**config.mk**
```make
export PLATFORM = sky130hd
export DESIGN_NAME = lcd_window_ctrl
export DESIGN_NICKNAME = d
export VERILOG_FILES = /design/src/rtl/lcd_window_ctrl.sv
export SDC_FILE = /design/constraint.sdc
export NUM_CORES = 1
export LEC_CHECK = 0
export ABC_AREA = 1
export BUFFER_PORTS_ARGS = -buffer_cell sky130_fd_sc_hd__buf_4
export CORE_AREA = 2 2 179 225
export DETAILED_ROUTE_END_ITERATION = 10
export DIE_AREA = 0 0 181 227
export PLACE_DENSITY = 0.79
export SLEW_MARGIN = 15
export SYNTH_ARGS = -nofsm -noshare
export SYNTH_HDL_FRONTEND = slang
export SYNTH_SLANG_ARGS = --single-unit
```
**constraint.sdc**
```tcl
create_clock -name clk -period 4.1 [get_ports clk]
set_input_delay 0.41 -clock clk [delete_from_list [all_inputs] [get_ports clk]]
set_output_delay 0.41 -clock clk [all_outputs]
set_load 0.005 [all_outputs]
```
**src/rtl/lcd_window_ctrl.sv**
```systemverilog
// Image-window display controller: serial image load, movable WIN x WIN window,
// mirrored scan-out. Define LCD_WIN_MAX_EN to append a window-maximum beat.
module lcd_window_ctrl #(
    parameter int DW    = 8,
    parameter int IMG_W = 8,
    parameter int IMG_H = 8,
    parameter int WIN   = 3
) (
    input  logic          clk,
    input  logic          reset,
    input  logic [DW-1:0] datain,
    input  logic [2:0]    cmd,
    input  logic          cmd_valid,
    output logic [DW-1:0] dataout,
    output logic          output_valid,
    output logic          output_last,
    output logic          busy
);
    localparam int N    = IMG_W * IMG_H;
    localparam int NB   = WIN * WIN;
`ifdef LCD_WIN_MAX_EN
    localparam int NBT  = NB + 1;
`else
    localparam int NBT  = NB;
`endif
    localparam int DMAX = (IMG_W > IMG_H) ? IMG_W : IMG_H;
    localparam int CW   = $clog2(DMAX + 1);
    localparam int AW   = (N > 1) ? $clog2(N) : 1;
    localparam int BW   = $clog2(NBT + 1);

    localparam logic [CW-1:0] X0    = CW'((IMG_W - WIN + 1) / 2);
    localparam logic [CW-1:0] Y0    = CW'((IMG_H - WIN + 1) / 2);
    localparam logic [CW-1:0] XMAX  = CW'(IMG_W - WIN);
    localparam logic [CW-1:0] YMAX  = CW'(IMG_H - WIN);
    localparam logic [CW-1:0] WLAST = CW'(WIN - 1);
    localparam logic [AW-1:0] ALAST = AW'(N - 1);
    localparam logic [BW-1:0] BTOT  = BW'(NBT);
    localparam logic [BW-1:0] BLAST = BW'(NBT - 1);
    localparam logic [BW-1:0] BPIX  = BW'(NB);

    localparam logic [2:0] C_LOAD = 3'd1, C_SR = 3'd2, C_SL = 3'd3, C_SU = 3'd4,
                           C_SD = 3'd5, C_MX = 3'd6, C_MY = 3'd7;

    typedef enum logic [1:0] {S_IDLE, S_LOAD, S_PRINT} state_t;

    state_t        r_state;
    logic [DW-1:0] r_mem [N];
    logic [AW-1:0] r_cnt;
    logic [BW-1:0] r_beat;
    logic [CW-1:0] r_sr, r_sc, r_ox, r_oy;
    logic          r_mx, r_my, r_busy, r_valid, r_last;
    logic [DW-1:0] r_data;
`ifdef LCD_WIN_MAX_EN
    logic [DW-1:0] r_max;
`endif

    logic          w_acc, w_emit, w_mx, w_my;
    logic [CW-1:0] w_ox, w_oy, w_row, w_col;
    logic [AW-1:0] w_addr;
    logic [DW-1:0] w_pix;

    // Beat 0 leaves on the accepting edge, so it addresses with the post-command origin/mirrors.
    always_comb begin
        w_acc = cmd_valid & ~r_busy;
        w_ox  = r_ox;
        w_oy  = r_oy;
        w_mx  = r_mx;
        w_my  = r_my;
        if (w_acc) begin
            case (cmd)
                C_LOAD: begin w_ox = X0; w_oy = Y0; w_mx = 1'b0; w_my = 1'b0; end
                C_SR:   if (r_ox != XMAX) w_ox = r_ox + 1'b1;
                C_SL:   if (r_ox != '0)   w_ox = r_ox - 1'b1;
                C_SU:   if (r_oy != '0)   w_oy = r_oy - 1'b1;
                C_SD:   if (r_oy != YMAX) w_oy = r_oy + 1'b1;
                C_MX:   w_mx = ~r_mx;
                C_MY:   w_my = ~r_my;
                default: ;
            endcase
        end
        w_row  = w_my ? (WLAST - r_sr) : r_sr;
        w_col  = w_mx ? (WLAST - r_sc) : r_sc;
        w_addr = AW'((int'(w_oy) + int'(w_row)) * IMG_W + int'(w_ox) + int'(w_col));
        // The first beat after LOAD can coincide with the final pixel write.
        w_pix  = (r_state == S_LOAD && w_addr == r_cnt) ? datain : r_mem[w_addr];
        w_emit = (r_state == S_IDLE  && w_acc && cmd != C_LOAD) ||
                 (r_state == S_LOAD  && r_cnt == ALAST) ||
                 (r_state == S_PRINT && r_beat != BTOT);
    end

    always_ff @(posedge clk) begin
        if (!reset && r_state == S_LOAD)
            r_mem[r_cnt] <= datain;
    end

    always_ff @(posedge clk) begin
        if (reset) begin
            r_state <= S_IDLE;
            r_busy  <= 1'b0;
            r_valid <= 1'b0;
            r_last  <= 1'b0;
            r_data  <= '0;
            r_ox    <= X0;
            r_oy    <= Y0;
            r_mx    <= 1'b0;
            r_my    <= 1'b0;
            r_cnt   <= '0;
            r_beat  <= '0;
            r_sr    <= '0;
            r_sc    <= '0;
`ifdef LCD_WIN_MAX_EN
            r_max   <= '0;
`endif
        end else begin
            r_valid <= 1'b0;
            r_last  <= 1'b0;
            r_data  <= '0;
            case (r_state)
                S_IDLE: if (w_acc) begin
                    r_ox    <= w_ox;
                    r_oy    <= w_oy;
                    r_mx    <= w_mx;
                    r_my    <= w_my;
                    r_busy  <= 1'b1;
                    r_cnt   <= '0;
                    r_state <= (cmd == C_LOAD) ? S_LOAD : S_PRINT;
                end
                S_LOAD: begin
                    r_cnt <= r_cnt + 1'b1;
                    if (r_cnt == ALAST) r_state <= S_PRINT;
                end
                S_PRINT: if (r_beat == BTOT) begin
                    r_state <= S_IDLE;
                    r_busy  <= 1'b0;
                    r_beat  <= '0;
                end
                default: r_state <= S_IDLE;
            endcase
            if (w_emit) begin
                r_valid <= 1'b1;
                r_last  <= (r_beat == BLAST);
                r_beat  <= r_beat + 1'b1;
                r_data  <= w_pix;
                // Scan counters wrap to 0,0 after the last pixel, ready for the next stream.
                if (r_beat < BPIX) begin
                    if (r_sc == WLAST) begin
                        r_sc <= '0;
                        r_sr <= (r_sr == WLAST) ? '0 : r_sr + 1'b1;
                    end else begin
                        r_sc <= r_sc + 1'b1;
                    end
                end
`ifdef LCD_WIN_MAX_EN
                if (r_beat == BPIX)
                    r_data <= r_max;
                if (r_beat == '0)
                    r_max <= w_pix;
                else if (r_beat < BPIX && w_pix > r_max)
                    r_max <= w_pix;
`endif
            end
        end
    end

    assign dataout      = r_data;
    assign output_valid = r_valid;
    assign output_last  = r_last;
    assign busy         = r_busy;
endmodule

```
; ---- Yosys cells after proc, flatten, opt, wreduce, memory -nomap -nowiden
; Memory sizes are Yosys's and may differ from the RTL's. A register that Yosys moved wholly into a read port is not among the register bits.
; Cells that the tools add are included.
; W data, S select, Z words.
[totals]
register_bits = 33
ram_bits = 512
output_inout_bits = 11
n_memories = 1
[mem_list]
columns = name, words, width, read_ports, rd_clocked_by_memory_dff, write_ports, line
row1 = r_mem, 64, 8, 1, 1, 1, 47  ; logic [DW-1:0] r_mem [N];
[classes]
addsub = 13
n_lt_le_gt_ge = 1
n_eq_ne = 21
n_mux = 32
n_bitwise = 5
reduce_logical = 23
[ops]
columns = op, count
row1 = $mux W4, 12
row2 = $pmux W4 S3, 2
row3 = $add A4 B1 Y4 const B, 5
row4 = $add A6 B4 Y6, 2
row5 = $eq A3 B3 Y1 const B, 4
row6 = $pmux W6 S2, 1
row7 = $reduce_and A3 Y1, 3
row8 = $eq A4 B2 Y1 const B, 2
row9 = $eq A4 B4 Y1 const B, 2
row10 = $mux W2, 4
row11 = $ne A4 B3 Y1 const B, 2
row12 = $reduce_and A2 Y1, 4
row13 = $reduce_bool A2 Y1, 4
row14 = $reduce_bool A4 Y1, 2
row15 = $sub A4 B1 Y4 const B, 2
row16 = $mux W1, 7
row17 = $add A6 B1 Y6 const B, 1
row18 = $eq A3 B2 Y1 const B, 2
row19 = $eq A6 B6 Y1 const B, 1
row20 = $mux W6, 1
row21 = $pmux W1 S2, 3
row22 = $pmux W2 S3, 1
row23 = $logic_and A1 B1 Y1, 5
row24 = $lt A4 B4 Y1 const B, 1
row25 = other kinds (17), 22

; ---- Longest topological paths before layout
[logic_depth]
ltp_word = 8
mapped_depth = 29

; ---- Worst setup path before layout
; OpenSTA, ideal clock, no wires.
[synth_path]
path_kind = reg2reg
from = register r_oy[0]
to = register r_data[0] (netlist: dataout[0]) (read register of r_mem)
t_arrival_ns = 3.646
required_time_ns = 3.990
setup_slack_ns = 0.344
path_stages_with_launch = 26
period_less_slack_ns = 3.756
path_cell_list = dfxtp_1 inv_1 ha_1 nand3_1 nor2_1 a21oi_1 nand2_1 a22o_1 ha_1 inv_1 fa_1 inv_1 ha_1 a21oi_1 nand2_1 xor2_4 inv_2 buf_2 nand2_1 nand2_1 nand3_1 nand2_1 inv_1 nand2_1 inv_2 nor2_2
[synth_between]
elab_chain_cells = 7
elab_cells_between_ends = 11
cone_classes = 5 x add/sub / 1 x eq/ne / 4 x mux / 1 x reduce/logical
[synth_rtl]
columns = element, line
row1 = from (decl), 50  ; logic [CW-1:0] r_sr, r_sc, r_ox, r_oy;
row2 = from (signal assigned), 121  ; r_oy <= w_oy;
row3 = $add A4 B1 Y4 (tied with other cells), 75  ; C_SD: if (r_oy != YMAX) w_oy = r_oy + 1'b1;
row4 = $mux W4 (on tied branches), "75, 74"
row5 = $pmux W4 S3, 70  ; case (cmd)
row6 = $mux W4 *, 69  ; if (w_acc) begin
row7 = via w_oy[0], 58  ; logic [CW-1:0] w_ox, w_oy, w_row, w_col;
row8 = $add A3 B3 Y3 *, 83  ; w_addr = AW'((int'(w_oy) + int'(w_row)) * IMG_W + int'(w_ox) + int'(w_col));
row9 = $add A6 B4 Y6 * (2 in a row), 83
row10 = to (decl), 52  ; logic [DW-1:0] r_data;
; Mark *: on every way through the listed nets, which the timed path passes. The rest lies on a longest branch.
; A chain may end at the register's enable or synchronous reset.

; ---- Final worst setup path
[layout_path]
from = register r_oy[0]
to = register r_data[5] (netlist: dataout[5]) (read register of r_mem)
; The elaborated chain is that of the path after synthesis.

==> out/results.ini <==
[logic_synthesis]
yosys.area_share.simple_pct = 23.0
synth_adder_area_share_pct = 1.53
seq_area_frac_synth_pct = 66.4
syn_nets = 2396
synth_area_leaders = edfxtp_1, nand2_1, nand3_1
netlist.area_leader.share_pct = 63.1
synth_warnings = 0
synthFlopType = edfxtp_1
synth-compound-area-share_pct = 3.53
synth_area_um2 = 24400
avgSynthCellArea_um2 = 10.4
synth.area.mux_share_pct = 0
yosys.cell_types.count = 54
synth_cells = 2354
synth-edff-count = 512
synth_top_family_by_area = simple AND/OR/NAND/NOR gates
yosysTopAreaCell = edfxtp_1
async_flop_share_pct = 0
ys_seq_elements = 553
synth-xor-area-share_pct = 0.575

[drt]
drt-total-wl_mm = 61.7
vias_per_cell = 6.01
dr_total_vias = 17700
drc = 0
ant_nets = 0
wl_per_cell_um = 20.9
drt_first_pass_iters = 6
drtIter0Drc = 2354

[job]
drv_cap = 0

[floorplan]
rows = 81
io_pins = 25
die_w_um = 181
die_area_um2 = 41100
core_area_um2 = 38900
dieHeight_um = 227
initial_core_util_pct = 62.7

[clock_network]
root_buffer = clkbuf_16
clk_pin_slew_ps = 60
tritoncts = built
htreeDepth = 2
clock_sinks = 553
numCtsBuffers = 50
worstSkewPairLatency_ps = 590
clockBufferDepth = 3

[critical_path]
cp_max_fo = 8
cp-start-kind = flop
worstSetupPathType = reg -> reg
critPathRequiredTime_ps = 4580
cpPeakStageDelay_ps = 540
crit_buf_inv = 6
cp_slowest_cell = fa_1
cp.arrival_ps = 4420
critPathTopFamily = adder cells
worstSetupEndpointType = flop

[placement]
port_buffers = 24
hpwlAfterDp_mm = 36.8
dpl-instance-area_um2 = 25400
dp.cells = 2847
gp_congestion = 0.958

[global_routing]
grt_remaining_overflow = 0
grt_pass1_vias = 17100
grt_antenna_before_repair = 0
track_usage_pct = 29.2
grt_max_degree = 102
grt_pass1_wl_mm = 92.5

[finish]
drive_gt1_share_pct = 10.4
stdcell_area_um2 = 27400
diodes = 0
fin_nets = 2455
fillers = 2710
fin_cells = 2951
finish.utilization_pct = 70.3
areaGrowthSynthToFinish_pct = 12.2

[timing]
period_minus_slack_ps = 3940
setup_viol = 0
fin_crit_sh_pct = 96.1
max_freq_mhz = 254
slew-limit-headroom_pct = 33.3
holdWs_ps = 114
finalHoldViolations = 0
skew_ps = 23.3
tightest_slew_ps = 997
slew_viol_final = 0

[worst_hold_path]
hold_class = in -> reg

[status]
status = finished clean

==> through the flow <==
step	setup TNS, ps	setup WS [ps]
after global placement	0	2.23
after floorplan	0	344
final	0	160
after global routing	-52.0	-28.5
after detailed placement	-429	-65.9
after CTS	0	39.4
==> cell usage after synthesis (6+ instances only) <==
| master | count |
|---|---|
| nand2_1 | 722 |
| edfxtp_1 | 512 |
| nand3_1 | 345 |
| nor2_1 | 219 |
| inv_1 | 152 |
| o21ai_0 | 81 |
| buf_2 | 55 |
| dfxtp_1 | 41 |
| clkbuf_1 | 29 |
| a21oi_1 | 26 |
| ha_1 | 25 |
| buf_4 | 18 |
| o211ai_1 | 14 |
| buf_1 | 11 |
| nand4_1 | 10 |
| nand2_2 | 8 |
| nor2_2 | 8 |
| nor3_1 | 8 |
| xor2_1 | 8 |
| inv_2 | 6 |
==> final cells by class <==
type | count | area, um2 | area share (%)
inverter | 163 | 629 | 2.30
clock buffer | 61 | 1310 | 4.80
multi-input combinational | 1521 | 7060 | 25.8
timing repair buffer | 124 | 1220 | 4.47
sequential | 553 | 16200 | 59.2
clock inverter | 31 | 308 | 1.12
tap | 498 | 623 | 2.28
==> logic make-up after synthesis <==
kind of cell | count (synthesis)
AO/OA/AOI/OAI | 147
XOR/XNOR | 13
AND/OR/NAND/NOR | 1333
flip-flops | 553
buffers and inverters | 280
adder cells (fa/ha/maj) | 28
==> path summary, 6_finish.rpt <==
check | start | end | slack (ps) | depth (start not counted)
worst max-delay path | r_oy[0]$_SDFFE_PP1P_ | dataout[5]$_SDFF_PP0_ | 160 | 27
worst min-delay path | reset | busy$_SDFFE_PP0P_ | 110 | 2
worst max register to register | r_oy[0]$_SDFFE_PP1P_ | dataout[5]$_SDFF_PP0_ | 160 | 27
worst min register to register | busy$_SDFFE_PP0P_ | busy$_SDFFE_PP0P_ | 490 | 2
==> sequential cells by signal, summed over array words and instances (netlist names), 2 cells and up <==
register,flops
r_state,2
r_oy,4
r_cnt,6
r_sc,4
r_ox,4
r_sr,4
r_beat,4
r_mem,512
dataout,8
==> layer usage <==
| metal | up-vias | GRT usage, % | part of all wire (%) |
|---|---|---|---|
| li1 | 8091 | - | - |
| met1 | 8503 | 37.3 | 37 |
| met2 | 973 | 50.4 | 49 |
| met3 | 179 | 4.34 | 9.1 |
| met4 | 0 | 13.0 | 4.1 |
| met5 | - | 0 | 0 |
==> layout by cell type (no fill, tap or decap), types with 8 or more instances in the layout <==
cell and instances:
ha_1 21, clkbuf_1 10, nor2_2 10, xor2_1 8, o211ai_1 14, a21oi_1 24
buf_12 15, clkinv_2 10, inv_1 149, edfxtp_1 512, clkbuf_16 56, nand3_1 344
buf_4 99, o21ai_0 79, nor2_1 217, clkinv_1 13, nand4_1 10, nand2_1 721
dfxtp_1 38
==> timing repair <==
item                                    4_1_cts  5_1_grt
hold buffers                                  0        0
buffers inserted                              0        6
cloned                                        0        6
endpoints found under the setup margin        8        8
hold endpoints to repair                      0        0
gates resized for setup                       2       29
pin swaps                                     0        6
Power is left out: the tool's default activity adds up to more than one toggle a clock period on the data nets, which glitch-free logic cannot reach.
